$ cat src/rtl/s2c_pattern_checker_pkg.sv
// Shared definitions for the S2C counter-pattern checker: register map,
// CTRL/STATUS bit positions, checker state encoding and statistics bundle.
package s2c_checker_pkg;

    localparam int PATTERN_W = 32;

    // Register word indices (byte offset >> 2); only addr[4:2] is decoded.
    localparam logic [2:0] REG_CTRL     = 3'd0;
    localparam logic [2:0] REG_STATUS   = 3'd1;
    localparam logic [2:0] REG_BEATS    = 3'd2;
    localparam logic [2:0] REG_PKTS     = 3'd3;
    localparam logic [2:0] REG_ERRORS   = 3'd4;
    localparam logic [2:0] REG_LAST_EXP = 3'd5;
    localparam logic [2:0] REG_LAST_GOT = 3'd6;

    localparam int CTRL_ENABLE_BIT   = 0;
    localparam int CTRL_CLEAR_BIT    = 1;
    localparam int STATUS_LOCKED_BIT = 0;
    localparam int STATUS_STICKY_BIT = 1;

    typedef enum logic {
        ST_UNLOCKED = 1'b0,
        ST_LOCKED   = 1'b1
    } chk_state_e;

    // Everything the register block needs to show the host.
    typedef struct packed {
        logic                 locked;
        logic                 sticky_err;
        logic [PATTERN_W-1:0] beats;
        logic [PATTERN_W-1:0] pkts;
        logic [PATTERN_W-1:0] errors;
        logic [PATTERN_W-1:0] last_exp;
        logic [PATTERN_W-1:0] last_got;
    } stat_t;

    // Increment that sticks at all-ones instead of wrapping.
    function automatic logic [PATTERN_W-1:0] sat_inc(input logic [PATTERN_W-1:0] v);
        return (v == {PATTERN_W{1'b1}}) ? v : v + 1'b1;
    endfunction

endpackage

$ cat src/rtl/s2c_pattern_checker_regs.sv
// AXI-Lite slave and register file for the pattern checker. Holds CTRL,
// generates the one-cycle clear pulse and muxes the statistics for reads.
module s2c_checker_regs
    import s2c_checker_pkg::*;
(
    input  logic        i_clk,
    input  logic        i_rst_n,
    input  logic        i_awvalid,
    output logic        o_awready,
    input  logic [2:0]  i_awaddr,
    input  logic        i_wvalid,
    output logic        o_wready,
    input  logic [1:0]  i_wdata,
    input  logic        i_wstrb0,
    output logic        o_bvalid,
    input  logic        i_bready,
    output logic [1:0]  o_bresp,
    input  logic        i_arvalid,
    output logic        o_arready,
    input  logic [2:0]  i_araddr,
    output logic        o_rvalid,
    input  logic        i_rready,
    output logic [31:0] o_rdata,
    output logic [1:0]  o_rresp,
    output logic        o_ctrl_enable,
    output logic        o_clear_pulse,
    input  stat_t       i_stat
);

    logic        r_awready;
    logic        r_bvalid;
    logic        r_arready;
    logic        r_rvalid;
    logic [31:0] r_rdata;
    logic        r_enable;
    logic        r_clear;
    logic [31:0] w_rd_mux;

    // Read data selection; clear is write-only and always reads back as 0.
    always_comb begin
        w_rd_mux = 32'h0;
        case (i_araddr)
            REG_CTRL: begin
                w_rd_mux[CTRL_ENABLE_BIT] = r_enable;
            end
            REG_STATUS: begin
                w_rd_mux[STATUS_LOCKED_BIT] = i_stat.locked;
                w_rd_mux[STATUS_STICKY_BIT] = i_stat.sticky_err;
            end
            REG_BEATS:    w_rd_mux = i_stat.beats;
            REG_PKTS:     w_rd_mux = i_stat.pkts;
            REG_ERRORS:   w_rd_mux = i_stat.errors;
            REG_LAST_EXP: w_rd_mux = i_stat.last_exp;
            REG_LAST_GOT: w_rd_mux = i_stat.last_got;
            default:      w_rd_mux = 32'h0;
        endcase
    end

    // Write channel: single-cycle aw/w ready, then hold bvalid until bready.
    always_ff @(posedge i_clk or negedge i_rst_n) begin
        if (!i_rst_n) begin
            r_awready <= 1'b0;
            r_bvalid  <= 1'b0;
            r_enable  <= 1'b1;
            r_clear   <= 1'b0;
        end else begin
            r_clear   <= 1'b0;
            r_awready <= i_awvalid & i_wvalid & ~r_bvalid & ~r_awready;
            if (r_awready) begin
                r_bvalid <= 1'b1;
                if (i_awaddr == REG_CTRL && i_wstrb0) begin
                    r_enable <= i_wdata[CTRL_ENABLE_BIT];
                    r_clear  <= i_wdata[CTRL_CLEAR_BIT];
                end
            end else if (r_bvalid && i_bready) begin
                r_bvalid <= 1'b0;
            end
        end
    end

    // Read channel: single-cycle arready, registered data held until rready.
    always_ff @(posedge i_clk or negedge i_rst_n) begin
        if (!i_rst_n) begin
            r_arready <= 1'b0;
            r_rvalid  <= 1'b0;
            r_rdata   <= 32'h0;
        end else begin
            r_arready <= i_arvalid & ~r_rvalid & ~r_arready;
            if (r_arready) begin
                r_rvalid <= 1'b1;
                r_rdata  <= w_rd_mux;
            end else if (r_rvalid && i_rready) begin
                r_rvalid <= 1'b0;
            end
        end
    end

    assign o_awready     = r_awready;
    assign o_wready      = r_awready;
    assign o_bvalid      = r_bvalid;
    assign o_bresp       = 2'b00;
    assign o_arready     = r_arready;
    assign o_rvalid      = r_rvalid;
    assign o_rdata       = r_rdata;
    assign o_rresp       = 2'b00;
    assign o_ctrl_enable = r_enable;
    assign o_clear_pulse = r_clear;

endmodule

$ cat config.mk
export PLATFORM = sky130hd
export DESIGN_NAME = s2c_checker_regs
export DESIGN_NICKNAME = d
export VERILOG_FILES = /design/src/rtl/s2c_pattern_checker_pkg.sv /design/src/rtl/s2c_pattern_checker_regs.sv
export SDC_FILE = /design/constraint.sdc
export NUM_CORES = 1
export LEC_CHECK = 0
export CAP_MARGIN = 20
export CORE_MARGIN = 8
export CORE_UTILIZATION = 35
export DETAILED_ROUTE_END_ITERATION = 10
export GPL_TIMING_DRIVEN = 1
export PLACE_DENSITY = 0.94
export SLEW_MARGIN = 30
export SYNTH_ARGS = -nofsm -noshare
export SYNTH_HDL_FRONTEND = slang
export SYNTH_SLANG_ARGS = --single-unit
$ cat constraint.sdc
create_clock -name i_clk -period 1.95 [get_ports i_clk]
set_input_delay 0.195 -clock i_clk [delete_from_list [all_inputs] [get_ports i_clk]]
set_output_delay 0.195 -clock i_clk [all_outputs]
set_load 0.01 [all_outputs]
==> results.md, run 1 <==
* Outcome: complete, no violations
* Core ar. at 0.00729 mm2
* Synth Register Bits at 38
* Clk buf depth at 2
* Critical Path Source: i_araddr[2]
* Multi-input combinational cell area at between 0.001 and 0.0015 mm2
* I/O Pins at between 200 and 250
* Initial drt markers at approximately 200
* Clk slew on worst S/H paths at ~0.080 ns
* Worst Clk Skew at around 0.0081 ns
* Cells after Synth at 260
* First drt pass iteration count at 6
* Nets at approximately 650
* First-pass GRT wire length at roughly 17,000 um
* Register area at about 950 um2
* Setup violations, final at 0
* H-tree depth at 2
* P_sw at between 1000 and 1500 uW
* Initial antenna violation count at 0
* Leakage power at between 0.0015 and 0.002 uW
* Gate power share at 0.482
* Drt wl/cell at about 21 um
* Top FF cell, synth: dfrtp_1
* Switching Share at 0.321
* Int Pwr at 2490 uW
* Delay-heaviest family, CP: simple AND/OR/NAND/NOR gates
* Crit path DAT at 1.98 ns
* Adder-cell share of the synthesized area at 0
* Area after DPL at between 0.004 and 0.005 mm2
* Place WS at -0.112 ns
* Post-synth EDFFs at 0
* CTS tree: yes
* Die ar. at ~0.011 mm2
* Most frequent cell on the critical path: nor2b_4
* Startpoint Class: input pin
* Synth unique cells at 37
* ANT nets after route at 0
* Area growth syn-to-layout at 87.5%
* CTS root buffer: clkbuf_8
* Clk Latency, worst-skew pair at just under 0.3 ns
* Via-to-Cell Ratio at about 5.4
* Unrepaired setup endpoints after global routing: false
* Pwr Density at 739 mW/mm2
* Number of cell rows at 31
* Worst path required time at between 2 and 2.5 ns
* Max_slew headroom at 0.551
* Area share of the largest cell type after synthesis at 0.349
* Final Critical Period at 1.77 ns
* Largest family of logic cells by synthesized area: compound AO/OA/AOI/OAI gates
* DR vias at slightly above 3k
* Num CTS Buffers at 5
* CP max stage cell: clkdlybuf4s50_1
* Top-count cell post-synth: dfrtp_1
* GRT Residual Overflow at 0
* Crit path largest cell delay at between 0.4 and 0.5 ns
* Slew @ Worst Pin at between 0.6 and 0.7 ns
* Hold_sp: i_wvalid
* Kind of path behind the tightest hold check: in -> reg
* Simple-Gate Fraction of Synth Area at 0.0967
* Crit. End Element: flip-flop
* Maxcap violations at 0
* Slew Viols, Final at 0
* Largest net degree at the start of global routing at 39
* Total wire length at approximately 12,000 um
* DRC violations left at 0
* Register area share after synthesis at 0.359
* VDD IR max at between 0.4 and 0.5 mV
* CTS sink cnt at 38
* Final worst-path cycle share at 0.909
* YS warnings at 0
* GRT Total Usage at 0.213
* Number of diodes at 0
* Synth Area in XOR/XNOR at 0
* Endpoints failing hold at 0
* HPWL after DPL at about 9800 um
* Ratio of cells with drive above 1 in the final layout at 0.115
* Fin area at between 0.004 and 0.005 mm2
* Die W at 103 um
* Synth area leaders: dfrtp_1 35%, a222oi_1 10%, a22o_1 8.9%
* Sequential power share at 0.344
* Starting Density at 0.364
* I/O Buffers at around 220
* Async S/R FF share, synth at 1.00
* Commonest cells post-synth: 37 x dfrtp_1, 30 x a21oi_1, 30 x nor2_1
* Cell Area, Synth at approximately 0.0027 mm2
* Cts repair resizes at 0
* Type of the worst setup path: in -> reg
* FF-to-FF Start: o_arready
* GPL Wtd Cong at ~0.83
* Synth Area in Compound Gates at 0.286
* FMAX at between 0.5 and 0.6 GHz
* Fill cells at about 580
* Critical-path cell list: clkdlybuf4s50_1, buf_4, nor2b_4, nor2b_4, a222oi_1, a21oi_1
* Syn avg cell area at 10.2 um2
* CP Max Fanout at 18
* Final WS setup at 0.178 ns
* Multiplexer share of the synthesized area at 0.171
* Number of global-route vias before repair at 3,432
* Area leader, netlist: dfrtp_1
* Die height at 103 um
* Buf/Inv on CP at 2
* Clk pwr share at 0.174
-- layout make-up --
class / count / area share
timing repair buffer: 231 / 0.461
clock buffer: 8 / 0.0221
multi-input combinational: 191 / 0.299
inverter: 2 / 0.00151
tap: 99 / 0.0249
sequential: 38 / 0.192
-- sequential cells by signal, indices dropped and copies added (netlist names) --
| signal | count |
|---|---|
| o_rdata | 32 |
| o_arready | 1 |
| o_awready | 1 |
| o_bvalid | 1 |
| o_clear_pulse | 1 |
| o_ctrl_enable | 1 |
| o_rvalid | 1 |
-- power by group through the flow --
stage | logic (uW) | registers [uW] | clock network, uW
2_1_floorplan | 523 | 1370 | 0
3_3_place_gp | 1730 | 1260 | 0
3_5_place_dp | 1780 | 1270 | 0
4_1_cts | 1790 | 1260 | 658
5_1_grt | 1880 | 1290 | 702
6_report | 1770 | 1260 | 641
-- per-stage QoR --
step                setup TNS [ns]   util  total power [uW]  instances  hold slack [ns]
floorplan                        0      -              1890        263           -0.101
global placement            -0.369  0.665              2990        560            0.280
detailed placement           -1.54  0.665              3050        560            0.296
CTS                              0  0.682              3710        569            0.443
global route                     0  0.682              3880        569            0.453
finish                           0  0.682              3670        569            0.447
-- cell families after synthesis --
logic type             Yosys count
buffers and inverters           34
AND/OR/NAND/NOR                 50
other                            1
multiplexers                    41
flip-flops                      38
AO/OA/AOI/OAI                   96
-- tightest hold or removal path: stages --
cell and delay (ns):
clkdlybuf4s50_1 0.40, nand2_1 0.07, nor3_1 0.04
-- placed cells by master, fill, tap and decap left out, types with 3 or more instances in the layout --
master,instances
a21oi_1,30
a222oi_1,27
a22o_1,27
buf_4,12
clkbuf_8,8
clkdlybuf4s50_1,214
conb_1,4
dfrtp_1,36
mux2_1,16
mux2_2,19
mux2i_1,6
nand2_1,5
nor2_1,30
nor2b_2,3
nor2b_4,3
-- routing by layer --
metal,vias up,track usage,part of all wire
met5,-,0,0
met4,0,0.0567,0.015
met3,12,0.0898,0.12
met2,188,0.406,0.54
met1,1459,0.204,0.33
li1,1430,-,-
-- timing repair --
item | in CTS | in global routing
endpoints found under the hold margin | 37 | 0
setup buffers | 0 | 0
hold buffers | 1 | 0
-- final timing paths --
kind,endpoint,cells past startpoint,slack [ns]
max in group asynchronous,o_arready,3,1.05
max reg2reg,o_rdata[1],2,0.59
max,o_rdata[23],6,0.18
min,o_awready,3,0.45
min reg2reg,o_awready,1,0.46
min in group asynchronous,o_rdata[5],3,0.51
(Power assumes the default switching activity.)
==> run 2, diff against run 1 <==
- REMOVE_ABC_BUFFERS: default -> 1
==> run 2 against run 1 <==
Against the previous run: cell count down 0.70%; clock skew up 0.0024 ns; wire length up 0.37%; fmax down 1.2%; sequential power about the same; flip-flop and latch count unchanged; power down 2.0%; highest routed layer unchanged; critical path type unchanged; critical path depth unchanged.
==> results.md, run 2 (synthesized netlist as in run 1, its figures left out) <==
* Nets at 643 (-0.62%)
* Worst Clk Skew at 0.0105 ns (+0.00240 ns)
* Die W at 103 um (unchanged)
* Crit. End Element: flip-flop
* Most common cell after layout, fill and taps aside: clkdlybuf4s50_1
* Initial drt markers at 222 (+8.8%)
* CP Max Fanout at 18 (unchanged)
* Most frequent cells in the layout: 214 x clkdlybuf4s50_1, 36 x dfrtp_1, 30 x nor2_1, 30 x a21oi_1
* CTS sink cnt at 38 (unchanged)
* Worst path required time at 2.16 ns (about the same)
* CTS root buffer: clkbuf_8
* GPL Wtd Cong at 0.895 (+8.3%)
* Type of the worst setup path: in -> reg
* # Post-CTS Setup Buffers at 0 (unchanged)
* Max reg flops at 32 (unchanged)
* GRT Residual Overflow at 0 (unchanged)
* Drt wl/cell at 21.2 um (+1.1%)
* CP max stage cell: clkdlybuf4s50_1
* Startpoint Class: input pin
* Pwr Density at 728 mW/mm2 (-1.4%)
* Core ar. at 0.00729 mm2 (unchanged)
* Crit path DAT at 2.00 ns (+0.02 ns)
* R2R Setup Slk at 0.79 ns (+0.20 ns)
* HPWL after DPL at 9540 um (-2.9%)
* Total wire length at 12,000 um (+0.37%)
* Slew Viols, Final at 0 (unchanged)
* Setup violations, final at 0 (unchanged)
* Ratio of cells with drive above 1 in the final layout at 0.107 (-0.00760)
* Via-to-Cell Ratio at 5.52 (+1.6%)
* Layout Cells excl Fill at 565 (-0.70%)
* Maxcap violations at 0 (unchanged)
* DRC violations left at 0 (unchanged)
* Largest net degree at the start of global routing at 64 (+64%)
* Final worst-path cycle share at 0.920 (+0.0111)
* Most frequent cell on the critical path: nor2b_4
* Unrepaired setup endpoints after global routing: false
* Crit path largest cell delay at 0.44 ns (-0.02 ns)
* First drt pass iteration count at 5 (-1)
* Buf/Inv on CP at 2 (unchanged)
* Placed cells at 556 (-0.71%)
* VDD IR max at 0.469 mV (-0.23%)
* Die height at 103 um (unchanged)
* Number of global-route vias before repair at 3,370 (-1.8%)
* Max_slew headroom at 0.563 (+0.0115)
* Endpoints failing hold at 0 (unchanged)
* Worst hold margin at 0.426 ns (-0.0212 ns)
* Kind of path behind the tightest hold check: in -> async
* GRT Total Usage at 0.217 (+0.00382)
* DR vias at 3,116 (+0.87%)
* FMAX at 0.557 GHz (-1.2%)
* Final Critical Period at 1.79 ns (+0.0216 ns)
* Die ar. at 0.0106 mm2 (unchanged)
* Number of cell rows at 31 (unchanged)
* Clk buf depth at 2 (unchanged)
* Number of diodes at 0 (unchanged)
* Outcome: complete, no violations
* H-tree depth at 2 (unchanged)
* Slew @ Worst Pin at 0.653 ns (-0.0172 ns)
* Clk Latency, worst-skew pair at 0.29 ns (about the same)
* ANT nets after route at 0 (unchanged)
* First-pass GRT wire length at 17,700 um (+1.7%)
* Fin area at 0.00494 mm2 (-0.60%)
* Leakage power at 0.00196 uW (-1.3%)
* Delay-heaviest family, CP: simple AND/OR/NAND/NOR gates
* Starting Density at 0.364 (unchanged)
* Final core utilization at 0.678 (-0.00412)
* Area growth syn-to-layout at 86.4%
* Fill cells at 582 (-0.17%)
* Clk slew on worst S/H paths at 0.09 ns (about the same)
* I/O Pins at 221 (unchanged)
* Critical-path cell list: clkdlybuf4s50_1, buf_12, nor2b_4, nor2b_4, a222oi_1, a21oi_1
* Area after DPL at 0.00483 mm2 (-0.36%)
* CTS tree: yes
* Initial antenna violation count at 0 (unchanged)
* Num CTS Buffers at 5 (unchanged)
* I/O Buffers at 216 (unchanged)
## run 2: cell types whose count changed in the layout (fill, tap and decap cells not counted), sizes merged
cell / change
buf: -4
clkbuf: -2
clkinv: +1
clkinvlp: +1
## run 2: final cells by class
type	instances	area [um2]	share of cell area
Sequential cell	38	953	0.193
Clock buffer	6	82.6	0.0167
Timing Repair Buffer	227	2280	0.461
Tap cell	99	124	0.0251
Clock inverter	2	12.5	0.00253
Multi-Input combinational cell	191	1490	0.301
Inverter	2	7.51	0.00152
## run 2: per-layer routing
metal | GRT usage | vias to the layer above | wire length [um]
li1 | - | 1425 | -
met3 | 0.0493 | 30 | 1010
met5 | 0 | - | 0
met4 | 0.0823 | 0 | 366
met2 | 0.387 | 188 | 6440
met1 | 0.245 | 1473 | 4180
## run 2: final timing paths
| check | start | endpoint | cells after the start |
|---|---|---|---|
| worst max-delay path | i_araddr[1] | o_rdata[28] | 6 |
| worst min-delay path | i_rst_n | o_rdata[15] | 2 |
| worst min register to register | o_rvalid | o_arready | 1 |
| worst max register to register | o_arready | o_rdata[3] | 2 |
| min in group i_clk | i_wvalid | o_awready | 3 |
| max in group asynchronous | i_rst_n | o_arready | 2 |
## run 2: stage by stage
stage                     total power (uW)  setup TNS, ns  setup slack, ns
after floorplan                       1820              0            0.118
after global placement                2970          -1.64          -0.0931
after detailed placement              3030          -2.95           -0.145
after CTS                             3620              0            0.157
after global routing                  3800              0           0.0528
final                                 3600              0            0.156
## run 2: timing repair
action,in CTS,in global routing
hold buffers,0,1
endpoints found under the setup margin,0,0
endpoints found under the hold margin,0,37
gates resized for setup,0,0
## run 2: report_power, final
group          switching, uW  leakage [uW]  internal, uW  total [uW]
Sequential               162      0.000444          1070        1240
Combinational            721       0.00147          1060        1790
Clock                    293     0.0000472           285         577
Total                   1180       0.00196          2420        3600
## run 2: worst register-to-register path, delay by kind of cell (launching register included)
kind                   cells  cell delay, ns
multiplexers               1            0.40
buffers and inverters      1            0.26
flip-flops                 1            0.39
